**src/rtl/phase_sequencer.sv**
```systemverilog
// Traffic-light phase sequencer that drives a second-granularity delay timer.
// Define PHASE_SEQUENCER_ALL_RED_EN to insert all-red clearance phases after each yellow.
module phase_sequencer #(
  parameter logic [4:0] GREEN_SEC   = 5'd10,
  parameter logic [4:0] YELLOW_SEC  = 5'd3,
  parameter logic [4:0] ALL_RED_SEC = 5'd1,
  parameter int         ACK_TIMEOUT = 4,
  parameter int         MAX_RETRY   = 3
) (
  input  logic       clk,
  input  logic       rst,
  input  logic       run,
  input  logic       timer_busy,
  output logic       timer_start,
  output logic [4:0] timer_delay,
  output logic [2:0] ns_light,
  output logic [2:0] ew_light,
  output logic [2:0] phase,
  output logic       error
);

  localparam logic [2:0] ST_IDLE      = 3'd0;
  localparam logic [2:0] ST_LAUNCH    = 3'd1;
  localparam logic [2:0] ST_WAIT_ACK  = 3'd2;
  localparam logic [2:0] ST_WAIT_DONE = 3'd3;
  localparam logic [2:0] ST_ERROR     = 3'd4;

  localparam logic [2:0] PH_IDLE  = 3'd0;
  localparam logic [2:0] PH_NS_G  = 3'd1;
  localparam logic [2:0] PH_NS_Y  = 3'd2;
  localparam logic [2:0] PH_EW_G  = 3'd3;
  localparam logic [2:0] PH_EW_Y  = 3'd4;
  localparam logic [2:0] PH_RED_A = 3'd5;
  localparam logic [2:0] PH_RED_B = 3'd6;

  localparam logic [2:0] LAMP_R = 3'b100;
  localparam logic [2:0] LAMP_Y = 3'b010;
  localparam logic [2:0] LAMP_G = 3'b001;

  localparam logic [7:0] ACK_LAST    = 8'(ACK_TIMEOUT - 1);
  localparam logic [7:0] RETRY_LIMIT = 8'(MAX_RETRY);

  logic [2:0] state;
  logic [2:0] target;
  logic [7:0] ack_cnt;
  logic [7:0] retry_cnt;

  function automatic logic [2:0] ns_lamp(input logic [2:0] ph);
    case (ph)
      PH_NS_G: return LAMP_G;
      PH_NS_Y: return LAMP_Y;
      default: return LAMP_R;
    endcase
  endfunction

  function automatic logic [2:0] ew_lamp(input logic [2:0] ph);
    case (ph)
      PH_EW_G: return LAMP_G;
      PH_EW_Y: return LAMP_Y;
      default: return LAMP_R;
    endcase
  endfunction

  function automatic logic [4:0] delay_for(input logic [2:0] ph);
    case (ph)
      PH_NS_G, PH_EW_G: return GREEN_SEC;
      PH_NS_Y, PH_EW_Y: return YELLOW_SEC;
      default:          return ALL_RED_SEC;
    endcase
  endfunction

  function automatic logic [2:0] next_phase(input logic [2:0] ph);
    logic [2:0] nxt;
    case (ph)
`ifdef PHASE_SEQUENCER_ALL_RED_EN
      PH_NS_G:  nxt = PH_NS_Y;
      PH_NS_Y:  nxt = PH_RED_A;
      PH_RED_A: nxt = PH_EW_G;
      PH_EW_G:  nxt = PH_EW_Y;
      PH_EW_Y:  nxt = PH_RED_B;
      default:  nxt = PH_NS_G;
`else
      PH_NS_G:  nxt = PH_NS_Y;
      PH_NS_Y:  nxt = PH_EW_G;
      PH_EW_G:  nxt = PH_EW_Y;
      default:  nxt = PH_NS_G;
`endif
    endcase
    return nxt;
  endfunction

  // Handshake: timer_start is a one-cycle request issued only while timer_busy=0;
  // timer_busy rising acknowledges it, timer_busy falling marks the interval done.
  always_ff @(posedge clk) begin
    if (rst) begin
      state       <= ST_IDLE;
      target      <= PH_NS_G;
      ack_cnt     <= 8'd0;
      retry_cnt   <= 8'd0;
      timer_start <= 1'b0;
      timer_delay <= 5'd0;
      ns_light    <= LAMP_R;
      ew_light    <= LAMP_R;
      phase       <= PH_IDLE;
      error       <= 1'b0;
    end else begin
      timer_start <= 1'b0;
      case (state)
        ST_IDLE: begin
          if (run && !error) begin
            target <= PH_NS_G;
            state  <= ST_LAUNCH;
          end
        end
        ST_LAUNCH: begin
          // A stale interval from before reset must drain before a new start.
          if (!timer_busy) begin
            timer_start <= 1'b1;
            phase       <= target;
            ns_light    <= ns_lamp(target);
            ew_light    <= ew_lamp(target);
            timer_delay <= delay_for(target);
            ack_cnt     <= 8'd0;
            state       <= ST_WAIT_ACK;
          end
        end
        ST_WAIT_ACK: begin
          if (timer_busy) begin
            ack_cnt   <= 8'd0;
            retry_cnt <= 8'd0;
            state     <= ST_WAIT_DONE;
          end else if (ack_cnt == ACK_LAST) begin
            ack_cnt <= 8'd0;
            if (retry_cnt == RETRY_LIMIT) begin
              error    <= 1'b1;
              phase    <= PH_IDLE;
              ns_light <= LAMP_R;
              ew_light <= LAMP_R;
              state    <= ST_ERROR;
            end else begin
              // Re-pulse directly; the timeout window guarantees low cycles in between.
              retry_cnt   <= retry_cnt + 8'd1;
              timer_start <= 1'b1;
            end
          end else begin
            ack_cnt <= ack_cnt + 8'd1;
          end
        end
        ST_WAIT_DONE: begin
          if (!timer_busy) begin
            if (run) begin
              target <= next_phase(phase);
              state  <= ST_LAUNCH;
            end else begin
              phase    <= PH_IDLE;
              ns_light <= LAMP_R;
              ew_light <= LAMP_R;
              state    <= ST_IDLE;
            end
          end
        end
        ST_ERROR: state <= ST_ERROR;
        default:  state <= ST_IDLE;
      endcase
    end
  end

endmodule

```
**config.mk**
```make
export PLATFORM = sky130hd
export DESIGN_NAME = phase_sequencer
export DESIGN_NICKNAME = d
export VERILOG_FILES = /design/src/rtl/phase_sequencer.sv
export SDC_FILE = /design/constraint.sdc
export NUM_CORES = 1
export LEC_CHECK = 0
export CORE_MARGIN = 8
export CORE_UTILIZATION = 40
export DETAILED_ROUTE_END_ITERATION = 8
export HOLD_SLACK_MARGIN = 0.02
export PLACE_DENSITY = 0.58
export SLEW_MARGIN = 5
export SYNTH_ARGS = -nofsm -noshare
export SYNTH_HDL_FRONTEND = slang
export SYNTH_SLANG_ARGS = --single-unit
```
**constraint.sdc**
```tcl
create_clock -name clk -period 2.95 [get_ports clk]
set_input_delay 0.295 -clock clk [delete_from_list [all_inputs] [get_ports clk]]
set_output_delay 0.295 -clock clk [all_outputs]
set_load 0.1 [all_outputs]
```
==> flow_metrics.env <==
export IMPL_ys_top_cells_by_count="36 x dfxtp_1, 19 x nor2_1, 14 x a21oi_1"
export IMPL_die_y_um=85.18
export IMPL_synth_cell_types=51
export IMPL_layout_drive_gt1_share_pct=16.02
export IMPL_place_ws_ns=0.5626
export IMPL_end_kind="register"
export IMPL_vias=1563
export IMPL_cts_buffers_inserted=5
export IMPL_fp_row_count=25
export IMPL_cp_top_family="compound AO/OA/AOI/OAI gates"
export IMPL_clk_pin_slew_ns=0.07
export IMPL_multi_input_area_um2=1079
export IMPL_r2r_end="retry_cnt[4]"
export IMPL_wirelength_um=4100
export IMPL_fin_skew_ns=0.004360
export IMPL_hpwlAfterDp_um=2824
export IMPL_wl_per_cell_um=14.39
export IMPL_drtIter0Drc=80
export IMPL_reg2reg_from="state[1]"
export IMPL_htreeDepth=2
export IMPL_critPathMaxStageDelay_ns=0.59
export IMPL_ant_nets=0
export IMPL_die_width_um=85.18
export IMPL_clock_latency_ns=0.29
export IMPL_crit_slowest_cell="or4b_4"
export IMPL_die_area_um2=7256
export IMPL_synth_top_area_cell="dfxtp_1"
export IMPL_slew_headroom_pct=56.63
export IMPL_start_kind="register"
export IMPL_min_period_over_period_pct=76.47
export IMPL_grt_pass1_vias=1507
export IMPL_synth_main_ff_cell="dfxtp_1"
export IMPL_cts_resized_gates=0
export IMPL_grt_max_degree=38
export IMPL_clk_path_buf_depth=2
export IMPL_area_growth_pct=13.73
export IMPL_n_antenna_cell=0
export IMPL_hold_viol_final=0
export IMPL_post_cts_setup_buffers=0
export IMPL_start_util_pct=41.07
export IMPL_synth_area_um2=1914
export IMPL_cp_endpoint="retry_cnt[4]"
export IMPL_syn_inst=217
export IMPL_fillerInstances=470
export IMPL_route_detailed_drc=0
export IMPL_layout_min_cycle_time_ns=2.256
export IMPL_ir_drop_v=0.0002092
export IMPL_critPathKind="register to register"
export IMPL_finalSetupViolations=0
export IMPL_rsz0062_at_grt="no"
export IMPL_hold_path_class="register to register"
export IMPL_cp_startpoint="state[1]"
export IMPL_fin_setup_tns_ns=0
export IMPL_required_ns=3.15
export IMPL_outcome="finished, final reports clean"
export IMPL_via_per_inst=5.484
export IMPL_grt_pass1_wl_um=7196
export IMPL_drtPass1Iterations=4
export IMPL_antenna_found_initial=0
export IMPL_pin_count=20
export IMPL_yosysTopAreaCellShare_pct=37.65
export IMPL_synth_most_common_cell="dfxtp_1"
export IMPL_ys_ff_latch=36
export IMPL_slew_viol_final=0
export IMPL_max_freq_ghz=0.4433
export IMPL_place_congestion=0.7764
export IMPL_ys_async_sr_fraction_pct=0
export IMPL_max_cap_viol_count=0
export IMPL_coreArea_um2=4661
export IMPL_hold_buffers=0
export IMPL_hp_start="ew_light[0]"
export IMPL_grt_use_total_pct=12.11
export IMPL_io_buffers=17
export IMPL_cts_sinks=36
export IMPL_timing_critical_path_buf_inv=1
export IMPL_rrSetupSlack_ns=0.69
export IMPL_nNetsFinal=236
export IMPL_fin_util_pct=46.71
export IMPL_worst_pin_slew_ns=0.6467
export IMPL_yosys_top_cells_area="dfxtp_1 38%, mux2i_1 6.3%, nor2_1 3.7%, a21oi_1 3.7%, nand2b_1 3.6%"
export IMPL_leakage_nw=0.7752
export IMPL_seq_area_um2=720.7
export IMPL_yosys_warnings=0
export IMPL_synth_edf_count=0
export IMPL_cp_data_arrival_time_ns=2.46
export IMPL_cts_tree="built"
export IMPL_path_max_fanout=15
export IMPL_path_cells="or4b_4 > a2111oi_4 > buf_4 > a41oi_2 > a311oi_2"
export IMPL_synth_area_per_cell_um2=8.822
export IMPL_path_depth=5
export IMPL_overflow=0
export IMPL_r2r_cells=5
export IMPL_setup_ws_ns=0.6940
export IMPL_root_buffer="clkbuf_8"
export IMPL_ys_seq_area_share_pct=37.65
export IMPL_powerDensity_nw_per_um2=514.4
[registers in the layout, indices dropped and copies added (netlist names)]
signal,count
state,3
retry_cnt,8
phase,3
ew_light,3
ns_light,3
timer_start,1
error,1
target,3
timer_delay,3
ack_cnt,8
[cells in the final DEF (no fill, tap or decap), types with 5 or more instances in the layout]
cell	n
dfxtp_1	36
buf_4	21
nor2_1	19
a21oi_1	14
nand2_1	13
mux2i_1	12
nand2b_1	11
nand3_1	9
nor3_1	7
a311oi_1	6
o21ai_0	5
clkbuf_8	5
[worst min-delay path by stage]
stage                   to  slack [ns]  cells past startpoint
3_3_place_gp   ns_light[1]        0.46                      2
3_5_place_dp   ew_light[1]        0.47                      2
5_1_grt        ew_light[1]        0.51                      2
2_1_floorplan   ack_cnt[7]        0.47                      1
6_report       ew_light[0]        0.48                      2
4_1_cts        ew_light[0]        0.48                      2
[worst register-to-register path, cell delays in order (launching register included)]
cell and delay [ns]:
dfxtp_1 0.57, or4b_4 0.59, a2111oi_4 0.42, buf_4 0.23
a41oi_2 0.13, a311oi_2 0.24
[cell type report]
type                            count  area share (%)
Tap cell                           54           3.103
Inverter                            4          0.6897
Multi-Input combinational cell    159           49.54
Timing Repair Buffer               24           8.621
Clock inverter                      2           1.609
Sequential cell                    36           33.10
Clock buffer                        6           3.333
[cells by family (layout without fill, tap and decap cells)]
| group | after synthesis | after routing | share of synthesized area, % |
|---|---|---|---|
| buffers and inverters | 23 | 36 | 6.208 |
| DFF | 36 | 36 | 37.65 |
| AOI/OAI and AO/OA | 53 | 53 | 21.31 |
| adders and majority gates | 2 | 2 | 1.307 |
| muxes | 13 | 13 | 6.863 |
| and+or+nand+nor | 86 | 86 | 25.10 |
| xor gates and xnor gates | 3 | 3 | 1.373 |
| other | 1 | 2 | 0.1959 |
[metal layers]
layer / vias to the layer above / part of all wire, % / track usage [%]
met1: 712 / 51 / 15.89
met5: - / 0 / 0
met2: 19 / 44 / 18.04
met4: 0 / 1.5 / 5.178
li1: 824 / - / -
met3: 8 / 3.5 / 3.282
[stage by stage]
step | total power, W | cell area (um2) | std cells | hold WS (ns)
after floorplan | 0.0006671 | 1918 | 218 | 0.4671
after global placement | 0.0007014 | 2069 | 277 | 0.4629
after detailed placement | 0.0007014 | 2069 | 277 | 0.4699
after CTS | 0.001140 | 2177 | 285 | 0.4828
after global routing | 0.001170 | 2177 | 285 | 0.5123
final | 0.001120 | 2177 | 285 | 0.4766
[power by group]
part           total [W]  internal (W)  switching (W)
combinational   0.000176     0.0000530       0.000123
sequential      0.000513      0.000498      0.0000150
clock           0.000431      0.000251       0.000180
total            0.00112      0.000802       0.000318
No activity file was read; power rests on OpenSTA's default activity.
